`src/rtl/multicycle_control_unit.sv`:
```
// Multi-cycle MIPS main controller: FETCH/DECODE/EXEC/MEM/WB sequencing with memory
// handshake, illegal-opcode and memory-timeout traps, and a retired-instruction counter.
//
// state    | meaning
// S_FETCH  | read instruction at PC, load IR and PC+4 on mem_ready
// S_DECODE | opcode legality check, branch target precompute
// S_EXEC   | ALU operation / branch / jump resolution
// S_MEM    | data memory access for lw/sw, wait for mem_ready
// S_WB     | register file write-back
// S_TRAP   | halted until reset, all strobes low
module multicycle_control_unit #(
   parameter int OPCODE_W    = 6,
   parameter int ALUOP_W     = 6,
   parameter int MEM_TIMEOUT = 15,
   parameter int CNT_W       = 32
) (
   input  logic                clk,
   input  logic                reset,
   input  logic [OPCODE_W-1:0] opcode,
   input  logic                mem_ready,
   output logic                pc_write,
   output logic                pc_write_cond,
   output logic [1:0]          pc_source,
   output logic                i_or_d,
   output logic                mem_read,
   output logic                mem_write,
   output logic                ir_write,
   output logic [1:0]          reg_dst,
   output logic [1:0]          mem_to_reg,
   output logic                reg_write,
   output logic                alu_src_a,
   output logic [1:0]          alu_src_b,
   output logic [ALUOP_W-1:0]  alu_op,
   output logic                trap,
   output logic [1:0]          trap_cause,
   output logic [CNT_W-1:0]    retired
);

   localparam int WAIT_W = $clog2(MEM_TIMEOUT + 1);

   localparam logic [OPCODE_W-1:0] OP_R    = OPCODE_W'(6'b000000);
   localparam logic [OPCODE_W-1:0] OP_LW   = OPCODE_W'(6'b100011);
   localparam logic [OPCODE_W-1:0] OP_SW   = OPCODE_W'(6'b101011);
   localparam logic [OPCODE_W-1:0] OP_ADDI = OPCODE_W'(6'b001000);
   localparam logic [OPCODE_W-1:0] OP_ANDI = OPCODE_W'(6'b001100);
   localparam logic [OPCODE_W-1:0] OP_BEQ  = OPCODE_W'(6'b000100);
   localparam logic [OPCODE_W-1:0] OP_J    = OPCODE_W'(6'b000010);
   localparam logic [OPCODE_W-1:0] OP_JAL  = OPCODE_W'(6'b000011);

   typedef enum logic [2:0] {
      S_FETCH  = 3'd0,
      S_DECODE = 3'd1,
      S_EXEC   = 3'd2,
      S_MEM    = 3'd3,
      S_WB     = 3'd4,
      S_TRAP   = 3'd5
   } state_t;

   state_t              state_q, state_d;
   logic [WAIT_W-1:0]   wait_cnt_q, wait_cnt_d;
   logic [1:0]          trap_cause_q, trap_cause_d;
   logic [CNT_W-1:0]    retired_q;
   logic                retire;
   logic                legal;
   logic                timeout;

   assign legal = (opcode == OP_R)    || (opcode == OP_LW)   || (opcode == OP_SW)  ||
                  (opcode == OP_ADDI) || (opcode == OP_ANDI) || (opcode == OP_BEQ) ||
                  (opcode == OP_J)    || (opcode == OP_JAL);

   assign timeout = (wait_cnt_q == WAIT_W'(MEM_TIMEOUT));

   always_ff @(posedge clk) begin
      if (reset) begin
         state_q      <= S_FETCH;
         wait_cnt_q   <= '0;
         trap_cause_q <= 2'b00;
         retired_q    <= '0;
      end else begin
         state_q      <= state_d;
         wait_cnt_q   <= wait_cnt_d;
         trap_cause_q <= trap_cause_d;
         if (retire) retired_q <= retired_q + 1'b1;
      end
   end

   always_comb begin
      state_d       = state_q;
      wait_cnt_d    = '0;
      trap_cause_d  = trap_cause_q;
      retire        = 1'b0;
      pc_write      = 1'b0;
      pc_write_cond = 1'b0;
      pc_source     = 2'b00;
      i_or_d        = 1'b0;
      mem_read      = 1'b0;
      mem_write     = 1'b0;
      ir_write      = 1'b0;
      reg_dst       = 2'b00;
      mem_to_reg    = 2'b00;
      reg_write     = 1'b0;
      alu_src_a     = 1'b0;
      alu_src_b     = 2'b00;
      alu_op        = '0;
      // Strobes stay low for the whole reset cycle; the register reset overrides next state.
      if (!reset) begin
         case (state_q)
            S_FETCH: begin
               mem_read  = 1'b1;
               alu_src_b = 2'b01;
               if (mem_ready) begin
                  ir_write = 1'b1;
                  pc_write = 1'b1;
                  state_d  = S_DECODE;
               end else if (timeout) begin
                  state_d      = S_TRAP;
                  trap_cause_d = 2'b10;
               end else begin
                  wait_cnt_d = wait_cnt_q + 1'b1;
               end
            end
            S_DECODE: begin
               alu_src_b = 2'b11;
               if (legal) begin
                  state_d = S_EXEC;
               end else begin
                  state_d      = S_TRAP;
                  trap_cause_d = 2'b01;
               end
            end
            S_EXEC: begin
               alu_op = ALUOP_W'(opcode);
               case (opcode)
                  OP_R: begin
                     alu_src_a = 1'b1;
                     state_d   = S_WB;
                  end
                  OP_LW, OP_SW: begin
                     alu_src_a = 1'b1;
                     alu_src_b = 2'b10;
                     state_d   = S_MEM;
                  end
                  OP_ADDI, OP_ANDI: begin
                     alu_src_a = 1'b1;
                     alu_src_b = 2'b10;
                     state_d   = S_WB;
                  end
                  OP_BEQ: begin
                     alu_src_a     = 1'b1;
                     pc_write_cond = 1'b1;
                     pc_source     = 2'b01;
                     state_d       = S_FETCH;
                     retire        = 1'b1;
                  end
                  OP_J, OP_JAL: begin
                     pc_write  = 1'b1;
                     pc_source = 2'b10;
                     if (opcode == OP_JAL) begin
                        reg_write  = 1'b1;
                        reg_dst    = 2'b10;
                        mem_to_reg = 2'b10;
                     end
                     state_d = S_FETCH;
                     retire  = 1'b1;
                  end
                  // Opcode changed after DECODE: treat as illegal rather than guess.
                  default: begin
                     alu_op       = '0;
                     state_d      = S_TRAP;
                     trap_cause_d = 2'b01;
                  end
               endcase
            end
            S_MEM: begin
               i_or_d    = 1'b1;
               mem_read  = (opcode == OP_LW);
               mem_write = (opcode != OP_LW);
               if (mem_ready) begin
                  if (opcode == OP_LW) begin
                     state_d = S_WB;
                  end else begin
                     state_d = S_FETCH;
                     retire  = 1'b1;
                  end
               end else if (timeout) begin
                  state_d      = S_TRAP;
                  trap_cause_d = 2'b10;
               end else begin
                  wait_cnt_d = wait_cnt_q + 1'b1;
               end
            end
            S_WB: begin
               reg_write = 1'b1;
               if (opcode == OP_R)       reg_dst    = 2'b01;
               else if (opcode == OP_LW) mem_to_reg = 2'b01;
               state_d = S_FETCH;
               retire  = 1'b1;
            end
            default: begin
               state_d = S_TRAP;
            end
         endcase
      end
   end

   assign trap       = (state_q == S_TRAP);
   assign trap_cause = trap_cause_q;
   assign retired    = retired_q;

endmodule
```
`config.mk`:
```
export PLATFORM = sky130hd
export DESIGN_NAME = multicycle_control_unit
export DESIGN_NICKNAME = d
export VERILOG_FILES = /design/src/rtl/multicycle_control_unit.sv
export SDC_FILE = /design/constraint.sdc
export NUM_CORES = 1
export LEC_CHECK = 0
export CAP_MARGIN = 40
export CORE_ASPECT_RATIO = 0.9
export CORE_MARGIN = 1
export CORE_UTILIZATION = 52
export DETAILED_ROUTE_END_ITERATION = 10
export HOLD_SLACK_MARGIN = 0.06
export PLACE_DENSITY = 0.88
export SYNTH_ARGS = -nofsm -noshare
export SYNTH_HDL_FRONTEND = slang
export SYNTH_SLANG_ARGS = --single-unit
```
`constraint.sdc`:
```
create_clock -name clk -period 5.36 [get_ports clk]
set_input_delay 1.072 -clock clk [delete_from_list [all_inputs] [get_ports clk]]
set_output_delay 1.072 -clock clk [all_outputs]
set_load 0.1 [all_outputs]
```
Word level (Yosys, flattened, before mapping)
Cells that the tools add are included.
{"block": "classes", "eq_ne": 18, "muxes": 57, "bitwise": 1, "reduce_logical": 20, "n_addsub": 2}
{"operator": "adder 32 x 1 -> 32 bit, second input constant", "count": 1}
{"operator": "two-way mux 1 bit", "count": 26}
{"operator": "two-way mux 2 bit", "count": 12}
{"operator": "two-way mux 6 bit", "count": 3}
{"operator": "two-way mux 3 bit", "count": 5}
{"operator": "case mux 3 bit (5 select lines)", "count": 1}
{"operator": "equality test 6 x 2 -> 1 bit, second input constant", "count": 2}
{"operator": "equality test 6 x 4 -> 1 bit, second input constant", "count": 2}
{"operator": "equality test 6 bit, second input constant", "count": 2}
{"operator": "case mux 2 bit (2 select lines)", "count": 3}
{"operator": "case mux 2 bit (3 select lines)", "count": 2}
{"operator": "case mux 3 bit (3 select lines)", "count": 1}
{"operator": "OR reduction 4 bit", "count": 2}
{"operator": "OR reduction 8 bit", "count": 1}
{"operator": "logical OR 1 bit", "count": 7}
{"operator": "equality test 3 x 2 -> 1 bit, second input constant", "count": 2}
{"operator": "equality test 3 bit, second input constant", "count": 2}
{"operator": "equality test 6 x 3 -> 1 bit, second input constant", "count": 1}
{"operator": "logical NOT 6 bit", "count": 1}
{"operator": "!= test 2 bit, second input constant", "count": 3}
{"operator": "!= test 6 bit, second input constant", "count": 1}
{"operator": "case mux 1 bit (2 select lines)", "count": 3}
{"operator": "OR reduction 2 bit", "count": 3}
{"operator": "OR reduction 3 bit", "count": 2}
{"operator": "10 further kinds", "count": 10}
{"block": "word_totals", "output_inout_bits": 57, "regBits": 41, "elab_cells": 102}

Longest topological paths before layout
{"block": "logic_depth", "ltp_word": 10, "depth_mapped": 9, "mapped_depth_nobuf": 6}

Least setup slack after synthesis
Ideal clock, no wire load.
{"block": "synth_timing", "path_type": "input -> output", "from": "input reset", "to": "output reg_write", "setup_slack_ns": -1.655, "arrival_time_ns": 5.943, "required_time_ns": 4.288, "stages": 7, "cell_sequence": "clkbuf_1 > or2_2 > clkbuf_1 > or2_1 > nor3_1 > and2_1 > o21bai_1"}
{"block": "synth_between", "elab_chain_cells": 1}
{"item": "start, declared", "line_no": "18", "text": "input logic reset,"}
{"item": "two-way mux 1 bit", "line_no": "106", "text": "if (!reset) begin"}
{"item": "end, declared", "line_no": "30", "text": "output logic reg_write,"}
Every way passes these cells.

Final worst setup path
Same ends and word-level chain as after synthesis.

==> impl_summary.txt <==
----------------------------------------------------
[Status]
  Status ... completed

[STA]
  Worst-margin pin slew ... approximately 0.9 ns
  Worst hold slack after final layout ... about 0.45 ns
  Final period util ... 0.793
  Final number of hold-violating endpoints ... 0
  Setup Skew ... around 0.0082 ns
  Number of pins exceeding their max-slew limit in the final report ... 0
  Unrepaired setup endpoints after global routing ... false
  Final worst path period need ... between 4 and 5 ns
  Number of setup violations in the final report ... 0
  Max_slew headroom ... 0.401
  Achievable Freq ... approximately 240 MHz
  Smallest setup slack after layout ... around 1.1 ns

[Detailed routing]
  Drt first pass iters ... 6
  Via/cell ratio ... between 6 and 7
  Number of DRC violations after detailed routing ... 0
  Routed wirelength normalized by instance count ... around 19 um
  Post-detailed-routing wire length ... between 8000 and 9000 um
  Overall via count from detail_route ... between 2,000 and 3,000
  Remaining antenna violation count after routing ... 0
  Initial DRC count ... roughly 370

[Yosys]
  Top-area cell type share of the netlist area ... 0.345
  Warnings, synthesis ... 0
  Share of async-settable or async-resettable flops after synthesis ... 0
  Dominant cells by area after synthesis ... dfxtp_1 (35%), a21oi_1 (7.2%), o31ai_1 (4.4%)
  #FFs+latches synth ... 41
  Distinct cells, synth ... 50
  Post-synth EDFFs ... 0
  Area of the mapped netlist ... approximately 2400 um2
  Sequential area share after synthesis ... 0.345
  Synth Net Count ... about 320
  Most instantiated flip-flop cell in the synthesis netlist ... dfxtp_1
  Area leader, netlist ... dfxtp_1
  Average cell area after synthesis ... 7.77 um2
  Gate count of the mapped netlist ... about 300

[Final layout]
  Area growth, synth to finish ... 60.5%
  Utilization after layout ... 0.900
  Number of nets in the layout ... between 400 and 500
  Area of the multi-input gates ... roughly 1500 um2
  Sequential cell area ... around 820 um2
  Final standard cell count with taps included and fillers excluded ... 458
  Ant diodes ... 0
  Filler instances ... 199
  Layout cell share with drive strength beyond 1 ... 0.206

[Floorplan]
  Die Height ... 66.1 um
  Die width ... about 73 um
  Number of I/O pins ... 66
  Die Outline Area ... between 4000 and 5000 um2
  Effective utilization at floorplan ... 0.561
  Core footprint ... around 4200 um2
  Site Rows ... 22

[Power and ir drop]
  Highest ir drop seen on vdd ... 0.188 mV
  Cell Int Power ... 0.000526 W
  Proportion of power drawn by flip-flops and latches ... 0.415
  Power per Cell Area ... around 210 nW/um2
  Net Sw Power ... 0.000279 W
  Clock power share ... 0.333
  Share of power burned in combinational logic ... 0.253
  Switching Fraction ... 0.347
  P_leak ... between 1 and 1.5 nW

[Clock network]
  Number of buffers added by the clock tree synthesis step ... 5
  Post-CTS repair timing setup buffer count ... 0
  CTS tree ... built
  Hold Buf Count CTS ... 0
  Clock Pin Slew Worst Setup and Hold Paths ... about 0.070 ns
  Insertion delay to the later sink of the worst-skew pair ... ~0.32 ns
  Clock tree root driver cell ... clkbuf_8
  Number of clock sinks seen by CTS ... about 40
  Number of resized instances in the post-cts repair step ... 0
  Buffer depth of the longest clock path ... 2
  H-tree depth reported by CTS ... 2

[Worst setup path]
  Critical path endpoint category ... primary output
  Worst endpoint required time ... between 4 and 5 ns
  Startpoint class of the critical path ... primary input
  Startpoint of the most critical setup path ... reset
  End of the worst register-to-register path ... retired[31]
  Largest fanout on the critical path ... 8
  Setup slack of the worst register-to-register path ... 2.55 ns
  Reg2Reg Depth ... 5
  Critical Path End ... reg_write
  Arr. time, crit path ... roughly 3.2 ns
  Startpoint of the worst register-to-register path ... retired[3]
  Kind of critical path ... in -> out

[Global route]
  Wire length of the first global-routing pass ... approximately 13,000 um
  Congestion Overflow GR ... 0
  Tot GR Track Use ... 0.372
  Largest net degree at the start of global routing ... 46
  Number of antenna violations at the first check in global routing ... 0
  Via count of the first global-routing pass ... between 2,000 and 3,000

[Placement]
  Count of buffers inserted at the top-level ports ... 64
  DPL Wire Length ... ~5700 um
  Post-Place Setup Slack ... 1.10 ns
  Gp weighted congestion ... 0.889
  Placed cell count ... 450

[Hold path]
  Min-delay worst type ... reg -> reg

[Run]
  Max-capacitance violation count ... 0

----------------------------------------------------
-- stage by stage --
| step | cell area (um2) | total power [W] | TNS [ns] |
|---|---|---|---|
| 2_1_floorplan | 2400 | 0.000478 | -0.523 |
| 3_3_place_gp | 3150 | 0.000517 | 0 |
| 3_5_place_dp | 3700 | 0.000538 | 0 |
| 4_1_cts | 3810 | 0.000801 | 0 |
| 5_1_grt | 3810 | 0.000823 | 0 |
| 6_report | 3810 | 0.000805 | 0 |
-- routing by layer --
layer  up-vias  track usage  wire (um)
li1       1310            -          -
met1      1349        0.454       3260
met5         -            0          0
met2       207        0.608       4200
met4         0        0.169        263
met3        45        0.101        774
-- cells in the mapped netlist (3+ instances only) --
master,n
nor4_1,8
xnor2_1,3
nand2_1,21
or2_2,3
nor2b_1,3
buf_1,5
nand4_1,8
clkbuf_1,8
nand3b_1,3
nand3_1,13
a21oi_1,34
o31ai_1,14
and2_1,8
dfxtp_1,41
xor2_1,3
o21ai_0,12
nand2b_1,8
nor2_1,25
mux2_2,3
or4_1,10
buf_4,3
and3_1,5
or3_1,9
nor3_1,13
inv_1,11
-- power groups by stage --
stage                     registers (W)  logic [W]  clock network (W)
after floorplan                0.000353   0.000125                  0
after global placement         0.000338   0.000178                  0
after detailed placement       0.000340   0.000199                  0
after CTS                      0.000332   0.000201           0.000267
after global routing           0.000335   0.000210           0.000278
final                          0.000334   0.000203           0.000268
-- flip-flops by register name (all words and copies together) (netlist names) --
signal	flops
trap_cause	2
wait_cnt_q	4
retired	32
state_q	3
-- cells in the final DEF, fill, tap and decap left out, drive strengths merged, types with 5 or more instances in the layout --
master,instances
and3,5
nand2b,8
nand2,21
nor4,9
and2,8
or3,10
or4,10
o31ai,14
dfxtp,41
clkdlybuf4s50,43
o21ai,12
buf,59
a21oi,34
nand3,13
nor2,25
nand4,8
nor3,13
inv,11
clkbuf,7
-- worst max-delay path, cell delays in order --
cell and delay (ns):
clkdlybuf4s50_1 0.42, or2_2 0.35, or2_1 0.33, nor3_4 0.26, and2_1 0.31, o21bai_1 0.22
buf_12 0.22
-- kinds of logic after synthesis --
kind of cell / count (synthesis) / synth area share
other: 1 / 0.00158
adders and majority gates: 2 / 0.0105
muxes: 4 / 0.0184
and+or+nand+nor: 146 / 0.340
AOI/OAI and AO/OA: 77 / 0.211
xor gates and xnor gates: 6 / 0.0221
buffers and inverters: 29 / 0.0516
DFF: 41 / 0.345
-- worst min path at each step --
stage,cells past startpoint,slack (ns),end,startpoint
floorplan,1,0.42,wait_cnt_q[0],wait_cnt_q[0]
global placement,1,0.43,wait_cnt_q[0],wait_cnt_q[0]
detailed placement,1,0.44,wait_cnt_q[0],wait_cnt_q[0]
CTS,1,0.46,wait_cnt_q[0],wait_cnt_q[0]
global route,1,0.47,wait_cnt_q[0],wait_cnt_q[0]
finish,1,0.45,wait_cnt_q[0],wait_cnt_q[0]
-- area by class of cell --
| class | count | share of cell area |
|---|---|---|
| well taps | 60 | 0.0197 |
| clock inverters | 1 | 0.00787 |
| repair buffers | 102 | 0.340 |
| clock buffers | 7 | 0.0226 |
| flip-flops and latches | 41 | 0.215 |
| inverters | 11 | 0.0108 |
| multi-input cells | 236 | 0.383 |
Power figures use the tool's default switching activity.
